===== src/rtl/ro_enc_multi.sv =====
// ro_enc_multi: multi-channel rotary encoder front end.
// Each channel synchronises its A/B pins, debounces the 2-bit level, decodes
// quadrature steps into a signed saturating accumulator, and raises a
// maskable pending flag. Illegal (both-bits-changed) transitions set a
// sticky error flag.
// Build option: define RO_ENC_DETENT_EN for x2 detent mode, where only legal
// steps ending in 00 or 11 are counted. Default build is x4 mode.
module ro_enc_multi #(
   parameter int CH_NUM   = 4,
   parameter int CNT_W    = 8,
   parameter int DEB_LEN  = 4,
   parameter int SYNC_STG = 2
) (
   input  logic                      i_clk,
   input  logic                      i_rst,
   input  logic [CH_NUM-1:0]         i_ro_enc_state_a,
   input  logic [CH_NUM-1:0]         i_ro_enc_state_b,
   input  logic [CH_NUM-1:0]         i_sw_intr_clear,
   input  logic [CH_NUM-1:0]         i_irq_mask,
   output logic                      o_ro_enc_irq,
   output logic [CH_NUM-1:0]         o_ro_enc_pend,
   output logic [CH_NUM-1:0]         o_ro_enc_dir,
   output logic [CH_NUM-1:0]         o_ro_enc_err,
   output logic [CH_NUM*CNT_W-1:0]   o_ro_enc_data
);

   localparam logic [CNT_W-1:0] MAX_V = {1'b0, {(CNT_W-1){1'b1}}};
   localparam logic [CNT_W-1:0] MIN_V = {1'b1, {(CNT_W-1){1'b0}}};
   localparam logic [7:0]       DEB_V = 8'(DEB_LEN);

   // Position of a Gray-coded {A,B} level along the CW sequence 00,01,11,10.
   function automatic logic [1:0] gpos(input logic [1:0] g);
      gpos = {g[1], g[1] ^ g[0]};
   endfunction

   for (genvar n = 0; n < CH_NUM; n++) begin : g_ch
      logic [SYNC_STG-1:0] sync_a_q, sync_b_q;
      logic [1:0]          s;
      logic [1:0]          s_prev_q;
      logic [1:0]          filt_q, filt_d;
      logic [7:0]          cnt_q, cnt_d;
      logic                primed_q, primed_d;
      logic                upd;
      logic [1:0]          diff;
      logic                count_ok;
      logic                step_cw, step_ccw, illegal;
      logic                clr;
      logic [CNT_W-1:0]    base;
      logic [CNT_W-1:0]    data_q, data_d;
      logic                pend_q, pend_d;
      logic                dir_q, dir_d;
      logic                err_q, err_d;

      assign s   = {sync_a_q[SYNC_STG-1], sync_b_q[SYNC_STG-1]};
      assign clr = i_sw_intr_clear[n];

      // Pin synchronisers; the last stage is the level seen by the filter.
      always_ff @(posedge i_clk) begin
         if (!i_rst) begin
            sync_a_q <= '0;
            sync_b_q <= '0;
         end else begin
            sync_a_q <= {sync_a_q[SYNC_STG-2:0], i_ro_enc_state_a[n]};
            sync_b_q <= {sync_b_q[SYNC_STG-2:0], i_ro_enc_state_b[n]};
         end
      end

      // Debounce: accept S into F once it has been stable for DEB_LEN
      // counted cycles. Before priming, F is loaded without decoding.
      always_comb begin
         cnt_d    = cnt_q;
         filt_d   = filt_q;
         primed_d = primed_q;
         upd      = 1'b0;
         if (s != s_prev_q) begin
            cnt_d = '0;
         end else if (!primed_q) begin
            if (cnt_q == DEB_V) begin
               filt_d   = s;
               primed_d = 1'b1;
               cnt_d    = '0;
            end else begin
               cnt_d = cnt_q + 8'd1;
            end
         end else if (s == filt_q) begin
            cnt_d = '0;
         end else if (cnt_q == DEB_V) begin
            filt_d = s;
            cnt_d  = '0;
            upd    = 1'b1;
         end else begin
            cnt_d = cnt_q + 8'd1;
         end
      end

      // Step decode from old filtered level to newly accepted level.
      always_comb begin
         diff = gpos(s) - gpos(filt_q);
`ifdef RO_ENC_DETENT_EN
         count_ok = (s == 2'b00) || (s == 2'b11);
`else
         count_ok = 1'b1;
`endif
         step_cw  = upd && (diff == 2'd1) && count_ok;
         step_ccw = upd && (diff == 2'd3) && count_ok;
         illegal  = upd && (diff == 2'd2);
      end

      // Accumulator, pending, direction and error; a step on the clear
      // edge is applied on top of the cleared state.
      always_comb begin
         base   = clr ? '0 : data_q;
         data_d = base;
         pend_d = clr ? 1'b0 : pend_q;
         dir_d  = clr ? 1'b0 : dir_q;
         err_d  = clr ? 1'b0 : (err_q | illegal);
         if (step_cw) begin
            pend_d = 1'b1;
            dir_d  = 1'b0;
            if (base != MAX_V) data_d = base + CNT_W'(1);
         end else if (step_ccw) begin
            pend_d = 1'b1;
            dir_d  = 1'b1;
            if (base != MIN_V) data_d = base - CNT_W'(1);
         end
      end

      // Channel state registers.
      always_ff @(posedge i_clk) begin
         if (!i_rst) begin
            s_prev_q <= '0;
            filt_q   <= '0;
            cnt_q    <= '0;
            primed_q <= 1'b0;
            data_q   <= '0;
            pend_q   <= 1'b0;
            dir_q    <= 1'b0;
            err_q    <= 1'b0;
         end else begin
            s_prev_q <= s;
            filt_q   <= filt_d;
            cnt_q    <= cnt_d;
            primed_q <= primed_d;
            data_q   <= data_d;
            pend_q   <= pend_d;
            dir_q    <= dir_d;
            err_q    <= err_d;
         end
      end

      assign o_ro_enc_data[n*CNT_W +: CNT_W] = data_q;
      assign o_ro_enc_pend[n]                = pend_q;
      assign o_ro_enc_dir[n]                 = dir_q;
      assign o_ro_enc_err[n]                 = err_q;
   end

   assign o_ro_enc_irq = |(o_ro_enc_pend & ~i_irq_mask);

endmodule

===== config.mk =====
export PLATFORM = sky130hd
export DESIGN_NAME = ro_enc_multi
export DESIGN_NICKNAME = d
export VERILOG_FILES = /design/src/rtl/ro_enc_multi.sv
export SDC_FILE = /design/constraint.sdc
export NUM_CORES = 1
export LEC_CHECK = 0
export ABC_CLOCK_PERIOD_IN_PS = 8280
export CAP_MARGIN = 0
export CELL_PAD_IN_SITES_DETAIL_PLACEMENT = 1
export CELL_PAD_IN_SITES_GLOBAL_PLACEMENT = 2
export CORE_ASPECT_RATIO = 0.75
export CORE_MARGIN = 10
export CORE_UTILIZATION = 38
export DETAILED_ROUTE_END_ITERATION = 8
export GPL_TIMING_DRIVEN = 0
export PLACE_DENSITY = 0.94
export REMOVE_ABC_BUFFERS = 1
export SLEW_MARGIN = 20
export SYNTH_ARGS = -nofsm -noshare
export SYNTH_HDL_FRONTEND = slang
export SYNTH_SLANG_ARGS = --single-unit
export TNS_END_PERCENT = 20

===== constraint.sdc =====
create_clock -name i_clk -period 8.28 [get_ports i_clk]
set_input_delay 0.828 -clock i_clk [delete_from_list [all_inputs] [get_ports i_clk]]
set_output_delay 0.828 -clock i_clk [all_outputs]
set_load 0.01 [all_outputs]

Word-level counts from Yosys, hierarchy flattened
Index checks and enable logic that the tools add are counted.
Storage, ports and cells
  word-level logic and storage cells: 224
  flip-flop bits (word level): 112
  output and inout bits: 45
Cells by class
  reduce and logical (&&, ||, !) cells: 37
  bitwise gates (word level): 19
  $add $sub $neg: 16
  muxes and demuxes: 76
  eq/ne operators: 36
Operator list (number)
  $mux 8: 32
  $add 8x1->8 const B: 8
  $eq 8x3->1 const B: 4
  $mux 1: 32
  $ne 8x7->1 const B: 4
  $ne 8x8->1 const B: 4
  $sub 8x1->8 const B: 4
  $mux 2: 12
  $reduce_or 2->1: 12
  $eq 2x2->1 const B: 8
  $logic_and 1x1->1: 12
  $reduce_bool 3->1: 4
  $eq 2x1->1 const B: 4
  $eq 2x2->1: 4
  $ne 2x2->1: 4
  $ne 2x2->1 const B: 4
  $reduce_and 2->1: 4
  $reduce_bool 2->1: 4
  $sub 2x2->2: 4
  $xor 1x1->1: 8
  $not 1->1: 5
  $and 4x4->4: 1
  $not 4->4: 1
  $or 1x1->1: 4
  $reduce_or 4->1: 1

Logic depth before layout (Yosys ltp)
  depth in word-level cells: 8
  mapped depth: 12
  depth with buffers taken out: 9

Worst setup path after synthesis
OpenSTA, ideal clock, no wires.
  path kind: input to register
  start: in i_sw_intr_clear[1]
  end: reg g_ch[1].data_q[1]
  arrival: 3.026 ns
  stages: 10
  library setup time: 0.133 ns
  required time: 8.147 ns
  slack: 5.121 ns
  path through: clkbuf_1 > clkbuf_1 > nand2b_1 > inv_1 > ha_1 > and4_1 > a31o_2 > or4_4 > a221oi_1 > a311oi_1
Between the ends
  cells in the longest elaborated chain, start to end: 5
RTL lines
  from (decl): line 18  | input logic [CH_NUM-1:0] i_sw_intr_clear,
  $mux 8 (*): line 112  | base = clr ? '0 : data_q;
  $sub 8x1->8 / $ne 8x8->1 (equally long branches): line 124  | if (base != MIN_V) data_d = base - CNT_W'(1);
  $mux 8: line 124
  $mux 8: line 121  | end else if (step_ccw) begin
  $mux 8 (*): line 117  | if (step_cw) begin
  to (signal assigned): line 144  | data_q <= data_d;
  to (decl): line 49  | logic [CNT_W-1:0] data_q, data_d;
Mark *: on every way between the ends. The rest lies on a longest branch, timed or not.
A chain may end at the register's enable or synchronous reset.

Worst setup path in the final report
  start: in i_sw_intr_clear[3]
  end: reg g_ch[3].data_q[5]
Between the ends
  cells in the longest elaborated chain, start to end: 5
RTL lines (line)
  $mux 8 (*): 112
  $sub 8x1->8 / $ne 8x8->1 (equally long branches): 124
  $mux 8: 124
  $mux 8: 121
  $mux 8 (*): 117
  to (signal assigned): 144
  to (decl): 49
Marks and branches as above.

==> flow_metrics.env <==
export IMPL_outcome="completed"
export IMPL_placementRows=41
export IMPL_maximum_number_of_pins_on_one_net_before_global_route_repair=33
export IMPL_layout_common_cells="sky130_fd_sc_hd__dfxtp_1 (112), sky130_fd_sc_hd__nor2_1 (75), sky130_fd_sc_hd__clkdlybuf4s50_1 (61)"
export IMPL_total_leakage_power_nw=2.865
export IMPL_initial_core_util_pct=38.68
export IMPL_worstPathRequired_ns=8.57
export IMPL_critPathCaptureType="flip-flop"
export IMPL_syn_avg_cell_area_um2=8.431
export IMPL_io_pins=63
export IMPL_routed_wl_mm=18.37
export IMPL_cts_max_level=3
export IMPL_fillers=1987
export IMPL_syn2layout_area_growth_pct=16.05
export IMPL_timing_critical_path_max_delay_family="compound AO/OA/AOI/OAI gates"
export IMPL_min_from="g_ch[3].sync_b_q[0]$_SDFF_PN0_"
export IMPL_die_width_um=171.1
export IMPL_dieArea_mm2=0.02282
export IMPL_synth_area_leader_cell="sky130_fd_sc_hd__dfxtp_1"
export IMPL_groute_usage_overall_pct=16.08
export IMPL_cts_sinks=112
export IMPL_final_setup_viol_count=0
export IMPL_groute_layer_met1_usage_pct=20.33
export IMPL_power_frac_clock_pct=43.0
export IMPL_grt_met2_usage_pct=26.69
export IMPL_top_usage_layer="met2"
export IMPL_area_of_the_multi_input_gates_mm2=0.003895
export IMPL_cts_path_max_buffers=2
export IMPL_ys_async_sr_fraction_pct=0
export IMPL_tightest_slew_ns=0.9280
export IMPL_netlist_cell_type_count=77
export IMPL_clkLatencyLatePin_ns=0.36
export IMPL_ir_worst_vdd_mv=0.1098
export IMPL_overflow=0
export IMPL_reg2regPathDepth=7
export IMPL_cts_root_buffer="sky130_fd_sc_hd__clkbuf_16"
export IMPL_drive_gt1_share_pct=4.703
export IMPL_route_antenna_remaining_nets=0
export IMPL_worst_clock_skew_ns=0.008740
export IMPL_tritoncts_num_buffers=9
export IMPL_ys_seq_elements=112
export IMPL_drt_drc_violations_left=0
export IMPL_n_antenna_cell=0
export IMPL_pwr_density_cell_mw_per_mm2=148.5
export IMPL_layout_min_cycle_time_ns=3.633
export IMPL_ff2ff_setup_slack_ns=5.36
export IMPL_maxSlewViolCount=0
export IMPL_sequential_area_share_after_synthesis_pct=34.45
export IMPL_postCtsSetupBuffers=0
export IMPL_synth_top_cells_by_area="sky130_fd_sc_hd__dfxtp_1 (34%), sky130_fd_sc_hd__xor2_1 (5.2%), sky130_fd_sc_hd__ha_1 (4.6%)"
export IMPL_synth_edf_count=0
export IMPL_initial_detailed_routing_violation_count=280
export IMPL_maxCapViolations=0
export IMPL_worst_ep_arrival_time_ns=3.93
export IMPL_dp_final_hpwl_mm=13.14
export IMPL_switching_share_pct=23.61
export IMPL_finalPower_mw=1.122
export IMPL_worst_setup_path_type="in2reg"
export IMPL_start_kind="input port"
export IMPL_routabilityCongestion=0.8619
export IMPL_cts_hold_buf=0
export IMPL_int_pwr_uw=856.9
export IMPL_clkTransAtPathRegs_ns=0.07
export IMPL_vias_in_the_first_global_route=6023
export IMPL_utilization_pct=44.89
export IMPL_mappedNetlistArea_mm2=0.006509
export IMPL_crit_slowest_cell="sky130_fd_sc_hd__o41ai_2"
export IMPL_power_frac_comb_pct=7.2
export IMPL_worstHoldPathCells=1
export IMPL_synth_largest_type_area_fraction_pct=34.45
export IMPL_period_share_pct=43.88
export IMPL_area_sequential_mm2=0.002242
export IMPL_core_footprint_mm2=0.01683
export IMPL_io_buffers=62
export IMPL_detailedRoute_firstPassIterationCount=4
export IMPL_grt_pass1_wl_mm=30.52
export IMPL_dominantRegCellSynth="sky130_fd_sc_hd__dfxtp_1"
export IMPL_synthesis_warning_total=0
export IMPL_post_synth_inst_count=772
export IMPL_tritoncts_clock_tree="built"
export IMPL_min_path_type="reg2reg"
export IMPL_crit_path_buf_inv_count=3
export IMPL_critical_path_reg2reg_endpoint="g_ch[0].data_q[7]$_SDFF_PN0_"
export IMPL_detailroute_via_count=5744
export IMPL_timing_critical_path_cells="clkdlybuf4s50_1 -> clkinv_1 -> nand2_1 -> inv_1 -> ha_1 -> nand4_1 -> o41ai_2 -> o32ai_1 -> a211o_1 -> a21oi_1"
export IMPL_layout_cells_most_common="sky130_fd_sc_hd__dfxtp_1"
export IMPL_grt_antenna_before_repair=0
export IMPL_fin_tns_setup_ns=0
export IMPL_achievable_frequency_mhz=275.3
export IMPL_finalNetCount=845
export IMPL_critPathMaxFanout=16
export IMPL_grt_setup_unrepaired="no"
export IMPL_headroom_to_the_max_slew_limit_pct=37.45
export IMPL_power_net_switching_uw=264.9
export IMPL_power_sequential_fraction_pct=49.8
export IMPL_wl_per_cell_um=17.96
export IMPL_cts_resized_gates=0
export IMPL_met3_usage_in_global_routing_pct=3.512
export IMPL_die_height_um=133.3
export IMPL_crit_path_max_incr_delay_ns=0.84
export IMPL_drt_vias_per_instance=5.615
export IMPL_whs_endpoint="g_ch[3].sync_b_q[1]$_SDFF_PN0_"
export IMPL_final_hold_violation_count=0
export IMPL_timing_rr_start="g_ch[0].cnt_q[0]$_SDFF_PP0_"
==> through the flow <==
stage | hold WS (ns) | setup slack, ns | area, um^2 | cells
3_3_place_gp | 0.4144 | 3.167 | 7183 | 1005
5_1_grt | 0.4540 | 4.342 | 7553 | 1023
4_1_cts | 0.4393 | 4.636 | 7553 | 1023
2_1_floorplan | 0.4118 | 5.583 | 6294 | 728
6_report | 0.4366 | 4.647 | 7553 | 1023
3_5_place_dp | 0.4214 | 4.285 | 7231 | 1007
==> kinds of logic after synthesis <==
family                     count (synthesis)  share of synthesized area, %
AOI/OAI and AO/OA                        155                         16.96
xor gates and xnor gates                  64                         9.938
adders and majority gates                 24                         4.614
buffers and inverters                     87                         5.786
DFF                                      112                         34.45
muxes                                     15                         2.326
and+or+nand+nor                          315                         25.93
==> cells in the mapped netlist (4+ instances only) <==
master                     count
sky130_fd_sc_hd__nor3_1       26
sky130_fd_sc_hd__o21a_1        6
sky130_fd_sc_hd__ha_1         24
sky130_fd_sc_hd__o211ai_1      8
sky130_fd_sc_hd__xor2_1       39
sky130_fd_sc_hd__o31ai_1       5
sky130_fd_sc_hd__or3_1        11
sky130_fd_sc_hd__a211oi_1     12
sky130_fd_sc_hd__o21ai_1       6
sky130_fd_sc_hd__nor2b_1      11
sky130_fd_sc_hd__or2_2         4
sky130_fd_sc_hd__nand2_1      44
sky130_fd_sc_hd__buf_2         4
sky130_fd_sc_hd__mux2i_1      14
sky130_fd_sc_hd__inv_1        42
sky130_fd_sc_hd__buf_4        12
sky130_fd_sc_hd__nand4_1       6
sky130_fd_sc_hd__a41oi_1       4
sky130_fd_sc_hd__a21oi_1      35
sky130_fd_sc_hd__clkbuf_1     26
sky130_fd_sc_hd__and3_1       17
sky130_fd_sc_hd__xnor2_1      19
sky130_fd_sc_hd__o221ai_1      4
sky130_fd_sc_hd__o21ai_0      22
sky130_fd_sc_hd__a31o_2        4
sky130_fd_sc_hd__and2_1       24
sky130_fd_sc_hd__nand2b_1     17
sky130_fd_sc_hd__nor4_1       11
sky130_fd_sc_hd__or4_1         5
sky130_fd_sc_hd__nand3_1      34
sky130_fd_sc_hd__nor2_1       75
sky130_fd_sc_hd__nand3b_1      7
sky130_fd_sc_hd__o41ai_1       8
sky130_fd_sc_hd__dfxtp_1     112
sky130_fd_sc_hd__o32ai_1       5
==> registers in the layout, indices dropped and copies added (netlist names) <==
register	count
g_ch.cnt_q	32
g_ch.data_q	32
g_ch.filt_q	8
g_ch.s_prev_q	8
g_ch.sync_a_q	8
g_ch.sync_b_q	8
g_ch.dir_q	4
g_ch.err_q	4
g_ch.pend_q	4
g_ch.primed_q	4
==> power by group through the flow <==
stage,Clock (mW),Sequential (mW),Combinational [mW]
detailed placement,0,0.571,0.0797
global placement,0,0.570,0.0739
floorplan,0,0.568,0.0466
finish,0.483,0.559,0.0804
global route,0.513,0.560,0.0905
CTS,0.494,0.558,0.0814
==> how the worst max path moves through the flow <==
| stage | startpoint | endpoint | slack (ns) | depth (start not counted) |
|---|---|---|---|---|
| 2_1_floorplan | i_sw_intr_clear[1] | g_ch[1].data_q[1]$_SDFF_PN0_ | 5.58 | 8 |
| 3_3_place_gp | i_rst | g_ch[0].cnt_q[3]$_SDFF_PP0_ | 3.17 | 5 |
| 3_5_place_dp | i_sw_intr_clear[3] | g_ch[3].data_q[5]$_SDFF_PN0_ | 4.28 | 10 |
| 4_1_cts | i_sw_intr_clear[3] | g_ch[3].data_q[5]$_SDFF_PN0_ | 4.64 | 10 |
| 5_1_grt | i_sw_intr_clear[3] | g_ch[3].data_q[5]$_SDFF_PN0_ | 4.34 | 10 |
| 6_report | i_sw_intr_clear[3] | g_ch[3].data_q[5]$_SDFF_PN0_ | 4.65 | 10 |
==> per-layer routing <==
| metal | up-vias | share of wire, % |
|---|---|---|
| met1 | 2833 | 47 |
| li1 | 2818 | - |
| met2 | 75 | 49 |
| met4 | 0 | 1.2 |
| met5 | - | 0 |
| met3 | 18 | 3.4 |
==> area by class of cell <==
cell class | instances | area share (%)
tap | 215 | 3.561
clock buffer | 12 | 3.263
inverter | 43 | 2.137
multi-input combinational | 573 | 51.57
sequential | 112 | 29.68
timing repair buffer | 64 | 8.779
clock inverter | 4 | 1.010
No activity file was read; power rests on OpenSTA's default activity.
